[config.mk]
export PLATFORM = sky130hd
export DESIGN_NAME = id_ex_stage
export DESIGN_NICKNAME = d
export VERILOG_FILES = /design/src/rtl/pipeline_pkg.sv /design/src/rtl/load_use_detect.sv /design/src/rtl/id_ex_stage.sv
export SDC_FILE = /design/constraint.sdc
export NUM_CORES = 1
export LEC_CHECK = 0
export BUFFER_PORTS_ARGS = -buffer_cell sky130_fd_sc_hd__buf_2
export CORE_ASPECT_RATIO = 0.7
export CORE_MARGIN = 8
export CORE_UTILIZATION = 39
export CTS_CLUSTER_DIAMETER = 120
export DETAILED_ROUTE_END_ITERATION = 12
export GPL_TIMING_DRIVEN = 0
export PLACE_DENSITY = 0.77
export SLEW_MARGIN = 20
export SYNTH_ARGS = -nofsm -noshare
export SYNTH_HDL_FRONTEND = slang
export SYNTH_SLANG_ARGS = --single-unit
[constraint.sdc]
create_clock -name clk -period 2 [get_ports clk]
set_clock_uncertainty 0.1 [all_clocks]
set_input_delay 0.2 -clock clk [delete_from_list [all_inputs] [get_ports clk]]
set_output_delay 0.2 -clock clk [all_outputs]
set_load 0.005 [all_outputs]
[src/rtl/pipeline_pkg.sv]
// Shared types and constants for the five-stage RV32I pipeline registers.
package pipeline_pkg;

   localparam int unsigned XLEN = 32;

   // ResultSrc encodings
   localparam logic [1:0] RESULT_ALU = 2'b00;
   localparam logic [1:0] RESULT_MEM = 2'b01;
   localparam logic [1:0] RESULT_PC4 = 2'b10;

   // Control bundle carried from Decode into Execute
   typedef struct packed {
      logic       RegWrite;
      logic [1:0] ResultSrc;
      logic       MemWrite;
      logic       Branch;
      logic       Jump;
      logic [2:0] ALUControl;
      logic       ALUSrc;
   } ctrl_e_t;

   localparam ctrl_e_t CTRL_BUBBLE = '0;

endpackage

[src/rtl/load_use_detect.sv]
// Load-use hazard detector: a load in Execute whose destination is read by Decode.
module load_use_detect
   import pipeline_pkg::*;
(
   input  logic       ValidE,
   input  logic [1:0] ResultSrcE,
   input  logic [4:0] RdE,
   input  logic [4:0] Rs1D,
   input  logic [4:0] Rs2D,
   output logic       lwStall
);

   // Purely E-side state plus Decode sources; no redirect input by construction
   always_comb begin
      lwStall = ValidE & (ResultSrcE == RESULT_MEM) & (RdE != 5'd0) &
                ((Rs1D == RdE) | (Rs2D == RdE));
   end

endmodule

[src/rtl/id_ex_stage.sv]
// ID/EX pipeline register with load-use stall, redirect flush and bubble counter.
module id_ex_stage
   import pipeline_pkg::*;
#(
   parameter int unsigned XLEN  = pipeline_pkg::XLEN,
   parameter int unsigned CNT_W = 16
) (
   input  logic             clk,
   input  logic             rst_n,
   input  logic             ValidD,
   input  logic             RegWriteD,
   input  logic             ALUSrcD,
   input  logic             MemWriteD,
   input  logic             BranchD,
   input  logic             JumpD,
   input  logic [1:0]       ResultSrcD,
   input  logic [2:0]       ALUControlD,
   input  logic [XLEN-1:0]  RD1D,
   input  logic [XLEN-1:0]  RD2D,
   input  logic [XLEN-1:0]  ImmExtD,
   input  logic [XLEN-1:0]  PCD,
   input  logic [XLEN-1:0]  PCPlus4D,
   input  logic [4:0]       Rs1D,
   input  logic [4:0]       Rs2D,
   input  logic [4:0]       RdD,
   input  logic             PCSrcE,
   output logic             ValidE,
   output logic             RegWriteE,
   output logic             ALUSrcE,
   output logic             MemWriteE,
   output logic             BranchE,
   output logic             JumpE,
   output logic [1:0]       ResultSrcE,
   output logic [2:0]       ALUControlE,
   output logic [XLEN-1:0]  RD1E,
   output logic [XLEN-1:0]  RD2E,
   output logic [XLEN-1:0]  ImmExtE,
   output logic [XLEN-1:0]  PCE,
   output logic [XLEN-1:0]  PCPlus4E,
   output logic [4:0]       Rs1E,
   output logic [4:0]       Rs2E,
   output logic [4:0]       RdE,
   output logic             StallF,
   output logic             StallD,
   output logic             FlushD,
   output logic [CNT_W-1:0] BubbleCnt
);

   ctrl_e_t          ctrl_d, ctrl_q;
   logic             valid_d, valid_q;
   logic [XLEN-1:0]  rd1_d, rd1_q, rd2_d, rd2_q, imm_d, imm_q;
   logic [XLEN-1:0]  pc_d, pc_q, pc4_d, pc4_q;
   logic [4:0]       rs1_d, rs1_q, rs2_d, rs2_q, rd_d, rd_q;
   logic [CNT_W-1:0] cnt_d, cnt_q;
   logic             lw_stall;
   logic             flush_e;

   load_use_detect u_load_use_detect (
      .ValidE     (valid_q),
      .ResultSrcE (ctrl_q.ResultSrc),
      .RdE        (rd_q),
      .Rs1D       (Rs1D),
      .Rs2D       (Rs2D),
      .lwStall    (lw_stall)
   );

   assign flush_e = lw_stall | PCSrcE;
   assign StallF  = lw_stall;
   assign StallD  = lw_stall;
   assign FlushD  = PCSrcE;

   // Flush mux: a bubble is all zeros; an illegal Decode slot is also a bubble
   always_comb begin
      ctrl_d  = CTRL_BUBBLE;
      valid_d = 1'b0;
      rd1_d   = '0;
      rd2_d   = '0;
      imm_d   = '0;
      pc_d    = '0;
      pc4_d   = '0;
      rs1_d   = '0;
      rs2_d   = '0;
      rd_d    = '0;
      if (!flush_e && ValidD) begin
         ctrl_d.RegWrite   = RegWriteD;
         ctrl_d.ResultSrc  = ResultSrcD;
         ctrl_d.MemWrite   = MemWriteD;
         ctrl_d.Branch     = BranchD;
         ctrl_d.Jump       = JumpD;
         ctrl_d.ALUControl = ALUControlD;
         ctrl_d.ALUSrc     = ALUSrcD;
         valid_d = 1'b1;
         rd1_d   = RD1D;
         rd2_d   = RD2D;
         imm_d   = ImmExtD;
         pc_d    = PCD;
         pc4_d   = PCPlus4D;
         rs1_d   = Rs1D;
         rs2_d   = Rs2D;
         rd_d    = RdD;
      end
   end

   // Saturating count of inserted bubbles; invalid Decode slots are not counted
   always_comb begin
      cnt_d = cnt_q;
      if (flush_e && (cnt_q != {CNT_W{1'b1}})) begin
         cnt_d = cnt_q + 1'b1;
      end
   end

   // Pipeline register and counter state
   always_ff @(posedge clk or negedge rst_n) begin
      if (!rst_n) begin
         ctrl_q  <= CTRL_BUBBLE;
         valid_q <= 1'b0;
         rd1_q   <= '0;
         rd2_q   <= '0;
         imm_q   <= '0;
         pc_q    <= '0;
         pc4_q   <= '0;
         rs1_q   <= '0;
         rs2_q   <= '0;
         rd_q    <= '0;
         cnt_q   <= '0;
      end else begin
         ctrl_q  <= ctrl_d;
         valid_q <= valid_d;
         rd1_q   <= rd1_d;
         rd2_q   <= rd2_d;
         imm_q   <= imm_d;
         pc_q    <= pc_d;
         pc4_q   <= pc4_d;
         rs1_q   <= rs1_d;
         rs2_q   <= rs2_d;
         rd_q    <= rd_d;
         cnt_q   <= cnt_d;
      end
   end

   assign ValidE      = valid_q;
   assign RegWriteE   = ctrl_q.RegWrite;
   assign ResultSrcE  = ctrl_q.ResultSrc;
   assign MemWriteE   = ctrl_q.MemWrite;
   assign BranchE     = ctrl_q.Branch;
   assign JumpE       = ctrl_q.Jump;
   assign ALUControlE = ctrl_q.ALUControl;
   assign ALUSrcE     = ctrl_q.ALUSrc;
   assign RD1E        = rd1_q;
   assign RD2E        = rd2_q;
   assign ImmExtE     = imm_q;
   assign PCE         = pc_q;
   assign PCPlus4E    = pc4_q;
   assign Rs1E        = rs1_q;
   assign Rs2E        = rs2_q;
   assign RdE         = rd_q;
   assign BubbleCnt   = cnt_q;

endmodule

==> out/results.tsv <==
metric	value	unit
synth-to-layout area growth	77.7	%
initial antenna violation count	4	
final setup violation count	203	
Core ar.	0.0172	sq mm
Slew Limit Fails	0	
DP HPWL	17000	um
IO Count	394	
Rows	40	
CTS tree	built	
top cell type's share of synthesized area	0.734	
Tcrit/Tclk final	1.17	
chip height	127	um
Initial Util	0.400	
Mean Syn Cell Area	14.2	sq um
number of iterations in the first detailed-routing pass	4	
total chip power	9.39	mW
Nets	1298	
# DRC	0	
Antenna Nets Post-Route	0	
status	finished with violations	
Synth cell types	32	
Worst EP arrival	2650	ps
CTS clk-pin slew, worst paths	60	ps
minimum clock period	2330	ps
fmax	429	MHz
vias in the first global route	7020	
Die Wd	175	um
maximum clock path buffer count	3	
total track usage	0.233	
Leak	6.68	nW
CTS root buf	clkbuf_16	
Clock H-tree levels	1	
Crit. End Element	flip-flop	
VDD IR max	0.673	mV
Post-Route WL	27400	um
hold_ws	183	ps
Layout Cells excl Fill	1358	
CTS Buf Count	20	
Ys Warns	0	
DR WL/cell	20.2	um
CP required	2320	ps
first-pass GRT wire length	40500	um
vias per inst	4.57	
Worst setup SP type	flip-flop	
synth top area cells	dfrtp_1 73%, and2_1 17%, xor2_1 1.8%	
I/O Buffers	393	
PwrDens	767	mW/mm^2
fraction of the yosys area taken by sequential cells	0.734	
Skew-Pair Late Insertion Delay	480	ps
Critical Path Fanout Max	10	
setup_tns	-50070	ps
DP Cell Count	1112	
Max Cap Violations	0	
vias post-DR	6210	
Net Count, Synth	676	
GP Congestion	0.797	
Post-Place Worst Slack	-632	ps
Synth Instances	486	
CP Class	flip-flop to flip-flop	
First DRT Iteration DRCs	398	
final hold violations	0	
Sink Count	202	
failing checks	negative setup slack	
Slew Limit Headroom	0.659	
Yosys reg bits	202	
setup ws final	-333	ps
RSZ-0062 raised after global routing	yes	
Worst-Margin Slew	512	ps
full die area	0.0222	sq mm
Min-Delay Path Class	input pin to flip-flop	
dominant cell type by area after synthesis	dfrtp_1	
share of layout cells above drive strength 1	0.450	
grt total ovfl	0	
synthesized area	0.00689	sq mm
largest net degree at the start of global routing	103	
## routing by layer
metal / global-route usage / up-vias / routed length (um)
li1: - / 2783 / -
met1: 0.246 / 3052 / 9830
met2: 0.430 / 291 / 14600
met3: 0.0580 / 84 / 1750
met4: 0.111 / 0 / 1280
met5: 0 / - / 0
## cell usage in the layout (no fill, tap or decap), types with 2 or more instances in the layout
master | synthesis | routed
nand3_1 | 6 | 5
clkbuf_1 | 3 | 5
nor3_1 | 4 | 2
a31oi_1 | 3 | 3
nand2b_1 | 2 | 2
and2_4 | 0 | 24
xnor2_1 | 6 | 6
buf_16 | 0 | 2
dfrtp_1 | 202 | 200
nor2_1 | 3 | 3
o21ai_0 | 2 | 2
clkbuf_4 | 0 | 2
diode_2 | 0 | 6
nand4_1 | 4 | 4
and3_1 | 6 | 6
mux2_2 | 3 | 3
dfrtp_2 | 0 | 2
nor3_2 | 0 | 2
buf_6 | 2 | 10
buf_4 | 2 | 9
buf_12 | 0 | 2
clkbuf_8 | 0 | 13
clkbuf_16 | 0 | 23
dlygate4sd3_1 | 0 | 187
nand2_1 | 5 | 5
and4_1 | 4 | 4
buf_8 | 0 | 8
xor2_1 | 14 | 13
clkinv_2 | 0 | 3
and2_1 | 186 | 162
buf_2 | 3 | 391
a21oi_1 | 3 | 3
## synthesized netlist by cell type (all sizes together)
| cell | instances |
|---|---|
| nor2 | 4 |
| o21ai | 3 |
| nor3 | 4 |
| clkbuf | 15 |
| nand2 | 5 |
| and3 | 6 |
| o21a | 1 |
| o2111ai | 2 |
| nand4 | 4 |
| mux2 | 3 |
| a22oi | 1 |
| inv | 1 |
| a31oi | 3 |
| o21bai | 1 |
| nor3b | 1 |
| and4 | 4 |
| a21oi | 3 |
| and2 | 186 |
| xor2 | 14 |
| ha | 1 |
| nand2b | 2 |
| buf | 7 |
| dfrtp | 202 |
| xnor2 | 6 |
| nand3 | 6 |
| or4 | 1 |
## path summary, 6_finish.rpt
path	depth (start not counted)	to	start	slack (ps)
max	9	RD1E[1]	RdE[0]	-330
min reg2reg	1	BubbleCnt[8]	BubbleCnt[8]	400
max in group asynchronous	4	PCE[21]	rst_n	560
max reg2reg	9	RD1E[1]	RdE[0]	-330
min	4	BubbleCnt[13]	PCSrcE	180
min in group asynchronous	3	Rs1E[4]	rst_n	560
## state kept, by name, indices dropped and copies added, names as in the netlist, 2 cells and up
register and flops:
ImmExtE 32, PCE 32, PCPlus4E 32, RD1E 32, RD2E 32, BubbleCnt 16, RdE 5, Rs1E 5
Rs2E 5, ALUControlE 3, ResultSrcE 2
## logic make-up (layout without fill, tap and decap cells)
logic type / Yosys count / after routing / synth area share
flip-flops: 202 / 202 / 0.734
AO/OA/AOI/OAI: 14 / 14 / 0.0138
adder cells (fa/ha/maj): 1 / 1 / 0.00182
multiplexers: 3 / 3 / 0.00491
XOR/XNOR: 20 / 20 / 0.0254
other: 0 / 6 / 0
AND/OR/NAND/NOR: 223 / 223 / 0.201
buffers and inverters: 23 / 658 / 0.0185
## stage by stage
step,instance area [sq um],util
2_1_floorplan,6920,-
5_1_grt,12200,0.710
3_5_place_dp,9240,0.536
3_3_place_gp,9170,0.533
4_1_cts,12000,0.698
6_report,12200,0.711
## timing repair
item	CTS	global route
resized for setup	43	46
hold buffers	186	1
setup buffers	10	3
pin swaps	4	13
gates cloned	3	2
hold endpoints to repair	387	1
endpoints found under the setup margin	203	204
## area by class of cell
type / instances / area [sq um]
antenna: 6 / 15.0
buffer: 22 / 315
clock buffer: 30 / 588
clock inverter: 5 / 38.8
fill: 1123 / 4980
inverter: 1 / 3.75
multi-input combinational: 261 / 1820
sequential: 202 / 5060
tap: 231 / 289
timing repair buffer: 600 / 4110
## worst max-delay path, stage by stage (launching register included)
cell	delay (ps)
dfrtp_1	390
or4_4	560
o2111ai_4	250
nor2_4	90
nor3b_4	230
buf_12	150
buf_8	110
buf_12	120
buf_8	120
and2_1	150
## power breakdown
group	leakage, nW	internal, mW	switching [mW]
clock network	0.307	2.04	1.54
logic	3.67	0.781	0.569
registers	2.71	4.30	0.157
total	6.68	7.12	2.26
No activity file was read; power rests on OpenSTA's default activity.
